File: src/rtl/mem_access_arbiter_pkg.sv
// mem_arb_pkg: shared constants and FSM state encoding for mem_access_arbiter.
// Rev 1.0
`default_nettype none

package mem_arb_pkg;

  localparam int REQ_N      = 2;
  localparam int DEF_DATA_W = 8;
  localparam int DEF_ADDR_W = 2;
  localparam int CNT_W      = 4;

  typedef logic [2:0] state_t;

  localparam logic [2:0] S_IDLE   = 3'd0;
  localparam logic [2:0] S_SETUP  = 3'd1;
  localparam logic [2:0] S_STROBE = 3'd2;
  localparam logic [2:0] S_HOLD   = 3'd3;
  localparam logic [2:0] S_SAMPLE = 3'd4;
  localparam logic [2:0] S_DONE   = 3'd5;

endpackage

`default_nettype wire

File: src/rtl/mem_access_arbiter_rr.sv
// rr_arbiter2: combinational 2-way winner select (round-robin, or fixed priority
// when MEM_ARB_FIXED_PRIO_EN is defined). Rev 1.0
`default_nettype none

module rr_arbiter2
  import mem_arb_pkg::*;
(
  input  logic [REQ_N-1:0] req,
  input  logic             last,
  output logic [REQ_N-1:0] grant
);

`ifdef MEM_ARB_FIXED_PRIO_EN
  logic unused_last;
  assign unused_last = last;

  always_comb begin
    grant = '0;
    if (req[0])      grant = 2'b01;
    else if (req[1]) grant = 2'b10;
  end
`else
  // On a tie the requester that was not served last wins.
  always_comb begin
    grant = req;
    if (req == 2'b11) grant = last ? 2'b01 : 2'b10;
  end
`endif

endmodule

`default_nettype wire

File: src/rtl/mem_access_arbiter.sv
// mem_access_arbiter: two-requester arbiter and setup/strobe/hold sequencer for a
// 4 x 8-bit byte memory. Optional macro: MEM_ARB_FIXED_PRIO_EN. Rev 1.0
`default_nettype none

module mem_access_arbiter
  import mem_arb_pkg::*;
#(
  parameter int DATA_W        = DEF_DATA_W,
  parameter int ADDR_W        = DEF_ADDR_W,
  parameter int STROBE_CYCLES = 1
) (
  input  logic                  clk,
  input  logic                  reset,
  input  logic [REQ_N-1:0]      req,
  input  logic [REQ_N-1:0]      we,
  input  logic [2*ADDR_W-1:0]   req_addr,
  input  logic [2*DATA_W-1:0]   req_wdata,
  output logic [REQ_N-1:0]      gnt,
  output logic [REQ_N-1:0]      done,
  output logic [DATA_W-1:0]     rdata,
  output logic                  busy,
  output logic [ADDR_W-1:0]     mem_addr,
  output logic [DATA_W-1:0]     mem_data,
  output logic                  mem_store,
  input  logic [DATA_W-1:0]     mem_q
);

  state_t           state;
  logic             last;
  logic             cur;
  logic             cur_we;
  logic [CNT_W-1:0] cnt;
  logic [REQ_N-1:0] grant;

  rr_arbiter2 u_arb (
    .req   (req),
    .last  (last),
    .grant (grant)
  );

  // mem_addr/mem_data double as the latched access values, so they stay put in IDLE.
  always_ff @(posedge clk or posedge reset) begin
    if (reset) begin
      state     <= S_IDLE;
      last      <= 1'b1;
      cur       <= 1'b0;
      cur_we    <= 1'b0;
      cnt       <= '0;
      gnt       <= '0;
      done      <= '0;
      busy      <= 1'b0;
      mem_store <= 1'b0;
      mem_addr  <= '0;
      mem_data  <= '0;
      rdata     <= '0;
    end else begin
      gnt  <= '0;
      done <= '0;
      case (state)
        S_IDLE: begin
          if (|grant) begin
            cur      <= grant[1];
            cur_we   <= grant[1] ? we[1] : we[0];
            mem_addr <= grant[1] ? req_addr[2*ADDR_W-1:ADDR_W] : req_addr[ADDR_W-1:0];
            mem_data <= grant[1] ? req_wdata[2*DATA_W-1:DATA_W] : req_wdata[DATA_W-1:0];
            gnt      <= grant;
            busy     <= 1'b1;
            state    <= S_SETUP;
          end
        end
        S_SETUP: begin
          if (cur_we) begin
            mem_store <= 1'b1;
            cnt       <= CNT_W'(STROBE_CYCLES - 1);
            state     <= S_STROBE;
          end else begin
            state <= S_SAMPLE;
          end
        end
        S_STROBE: begin
          if (cnt == '0) begin
            mem_store <= 1'b0;
            state     <= S_HOLD;
          end else begin
            cnt <= cnt - 1'b1;
          end
        end
        S_HOLD: state <= S_DONE;
        S_SAMPLE: begin
          rdata <= mem_q;
          state <= S_DONE;
        end
        S_DONE: begin
          done  <= cur ? 2'b10 : 2'b01;
          last  <= cur;
          busy  <= 1'b0;
          state <= S_IDLE;
        end
        default: begin
          mem_store <= 1'b0;
          busy      <= 1'b0;
          state     <= S_IDLE;
        end
      endcase
    end
  end

endmodule

`default_nettype wire
File: config.mk
export PLATFORM = sky130hd
export DESIGN_NAME = mem_access_arbiter
export DESIGN_NICKNAME = d
export VERILOG_FILES = /design/src/rtl/mem_access_arbiter_pkg.sv /design/src/rtl/mem_access_arbiter_rr.sv /design/src/rtl/mem_access_arbiter.sv
export SDC_FILE = /design/constraint.sdc
export NUM_CORES = 1
export LEC_CHECK = 0
export BUFFER_PORTS_ARGS = -buffer_cell sky130_fd_sc_hd__clkbuf_2
export CAP_MARGIN = 20
export CORE_MARGIN = 3
export CORE_UTILIZATION = 35
export CTS_CLUSTER_DIAMETER = 200
export DETAILED_ROUTE_END_ITERATION = 6
export GPL_TIMING_DRIVEN = 0
export HOLD_SLACK_MARGIN = 0.15
export PLACE_DENSITY_LB_ADDON = 0.08
export SYNTH_ARGS = -nofsm -noshare
export SYNTH_HDL_FRONTEND = slang
export SYNTH_SLANG_ARGS = --single-unit
File: constraint.sdc
create_clock -name clk -period 2 [get_ports clk]
set_clock_uncertainty 0.15 [all_clocks]
set_input_delay 0.1 -clock clk [delete_from_list [all_inputs] [get_ports clk]]
set_output_delay 0.1 -clock clk [all_outputs]
set_load 0.01 [all_outputs]
==> impl_metrics.csv <==
group,metric,value,unit
status,status,"finished, final reports clean",
timing,min_period,1910,ps
grt,gr-usage-met2,0.294,
synth,ys_seq_area_frac,0.544,
layout,insertedDiodeCount,0,
setup_path,cp_max_fo,10,
cts,clkSinkCount,34,
layout,final_util,0.571,
floorplan,rows,23,
floorplan,io_pins,58,
detailed_routing,post-route-drc-count,0,
detailed_routing,vias,1459,
layout,fin_cells,296,
synth,synth.avg_cell_area,10.6,µm²
layout,num-nets-final,280,
grt,met3_usage,0.0537,
layout,multi_input_area,639,µm²
pwr,irDropWorstVdd,535,µV
layout,syn_to_final_growth,51.2,%
timing,max-slew-margin-rel,0.608,
floorplan,core,4140,µm²
worst_hold_path,hold_path_class,"in -> async",
synth,syn_inst,148,
floorplan,dieWidth,72.9,µm
layout,drive_gt1_frac,0.350,
grt,grt_pass1_wl,6830,µm
floorplan,die-area,5310,µm²
grt,overflow,0,
timing,tns,0,ps
synth,yosys_warnings,0,
cts,htree_levels,2,
pwr,p_leak,0.00112,µW
floorplan,start_util,0.378,
grt,use_met1,0.189,
timing,slew_violations,0,
timing,holdWs,263,ps
synth,yosysUniqueCellTypes,34,
detailed_routing,dr.first_iter.drc_count,58,
setup_path,reg2reg_slack,150,ps
detailed_routing,wirelength,3940,µm
detailed_routing,dr.pass1.iters,4,
setup_path,critPathLaunchType,"input pin",
synth,ys_ff_latch,34,
setup_path,cp.arrival,1920,ps
timing,hold_violations,0,
setup_path,end_kind,"flip-flop",
grt,antenna_found_initial,0,
synth,syn-num-nets,183,
timing,tightest_slew,587,ps
synth,synth_area,1570,µm²
cts,clockBufferDepth,2,
grt,grt.busiest_layer,"met2",
setup_path,reg2reg_depth,5,
placed_design,io_buffers,57,
timing,fmax,0.523,GHz
timing,period_share,0.956,
timing,rsz0062_at_grt,"false",
layout,fillers,383,
grt,first_global_vias,1545,
grt,grt_use_total,0.166,
detailed_routing,antenna_left,0,
cts,clock-root-buffer,"clkbuf_8",
timing,setup_violations,0,
floorplan,die_y,72.9,µm
grt,grt_max_degree,23,
cts,tritoncts,"yes",
placed_design,dp_hpwl,2710,µm
flow_run,drv_cap,0,
cts,cts.reportedPaths.clkPinSlew,70,ps
cts,clock_latency,280,ps
detailed_routing,wire_per_inst,13.3,µm
detailed_routing,avgViaCountPerCell,4.93,
setup_path,path_class,"in -> reg",
cts,numCtsBuffers,5,
placed_design,gp_congestion,0.792,
layout,seqCellArea,852,µm²
setup_path,crit_required,2010,ps
pwr,p_per_area,1220,nW/µm²
placed_design,dpl.cell_count,256,
-- cell usage in the layout, fill, tap and decap left out, types with 2 or more instances in the layout --
cell	count
nor2b_1	2
o22ai_1	2
a21o_1	3
buf_4	2
dlygate4sd3_1	33
nor3_1	2
nor2_1	15
clkbuf_2	56
dfrtp_1	33
a21oi_1	15
clkbuf_8	6
nand3b_1	12
inv_1	8
nand2_1	4
buf_2	3
o21ai_0	14
clkbuf_1	4
o31ai_1	3
mux2_2	8
-- logic make-up after synthesis --
family | Yosys count | synth area share
mux | 8 | 0.0576
compound gates | 44 | 0.167
flops | 34 | 0.544
simple gates | 44 | 0.172
fa+ha+maj | 1 | 0.00799
buf+inv | 17 | 0.0512
-- synth_stat cells --
master,instances,area (µm²)
dfstp_2,1,26.3
o21ai_0,15,75.1
nor3_1,2,10.0
nor4b_2,1,15.0
nand3_1,1,5.00
a21bo_2,1,10.0
a22oi_2,1,12.5
buf_4,1,7.51
nor4_1,1,6.26
a21oi_1,15,75.1
a22oi_1,1,7.51
or3b_2,1,8.76
o21bai_1,1,7.51
and3_1,1,6.26
nand2b_1,1,6.26
nor3_2,1,10.0
inv_1,8,30.0
o31ai_1,3,22.5
nor2b_1,2,12.5
nand3b_1,12,90.1
nor4b_1,1,8.76
nor2_1,15,56.3
nor3b_4,1,18.8
dfrtp_1,33,826
clkbuf_1,3,11.3
buf_6,1,11.3
mux2_2,8,90.1
ha_1,1,12.5
o22ai_1,2,12.5
a21o_1,3,22.5
nand2_1,4,15.0
o21a_2,1,8.76
o21a_1,1,7.51
buf_2,4,20.0
-- layer usage --
metal / share of wire / vias up
li1: - / 713
met1: 0.40 / 689
met2: 0.53 / 50
met3: 0.063 / 7
met4: 0.012 / 0
met5: 0 / -
-- what timing repair did --
action                                  in CTS  in global routing
resized for setup                            0                  4
endpoints found under the setup margin       0                  1
hold endpoints to repair                    55                  0
setup buffers                                0                  0
hold buffers                                33                  0
-- through the flow --
stage / area [µm²] / power, µW / setup WS, ps
2_1_floorplan: 1570 / 1890 / 349
3_3_place_gp: 1910 / 2290 / 261
3_5_place_dp: 1940 / 2340 / 221
4_1_cts: 2360 / 2920 / 10.1
5_1_grt: 2370 / 3120 / 9.91
6_report: 2370 / 2890 / 88.5
-- layout make-up --
class	instances	share of cell area
buffer	9	0.0222
clock buffer	7	0.0365
clock inverter	1	0.00212
inverter	8	0.0127
multi-input combinational	97	0.270
sequential	34	0.360
tap	50	0.0264
timing repair buffer	90	0.270
-- worst max-delay path: stages --
cell	delay [ps]
dlygate4sd3_1	530
clkbuf_2	140
a21bo_4	250
buf_4	170
o21ai_1	110
dlygate4sd3_1	560
a21oi_1	60
-- sequential cells by signal, indices dropped and copies added, names as in the netlist --
register   cells
busy           1
last           1
gnt            2
state          3
mem_addr       2
rdata          8
cur            1
cur_we         1
mem_store      1
mem_data       8
done           2
cnt            4
-- power by group --
group / internal (µW) / switching [µW]
Combinational: 579 / 662
Sequential: 968 / 166
Clock: 277 / 233
Total: 1820 / 1060
-- worst paths after layout --
path | from | endpoint
max | req[1] | mem_data[7]$_DFFE_PP0P_
min | reset | rdata[4]$_DFFE_PP0N_
max reg2reg | last$_DFFE_PP1N_ | mem_data[7]$_DFFE_PP0P_
min reg2reg | cur$_DFFE_PP0P_ | done[0]$_DFF_PP0_
max in group asynchronous | reset | last$_DFFE_PP1N_
min in group clk | cur$_DFFE_PP0P_ | done[0]$_DFF_PP0_
(Power assumes the default switching activity.)
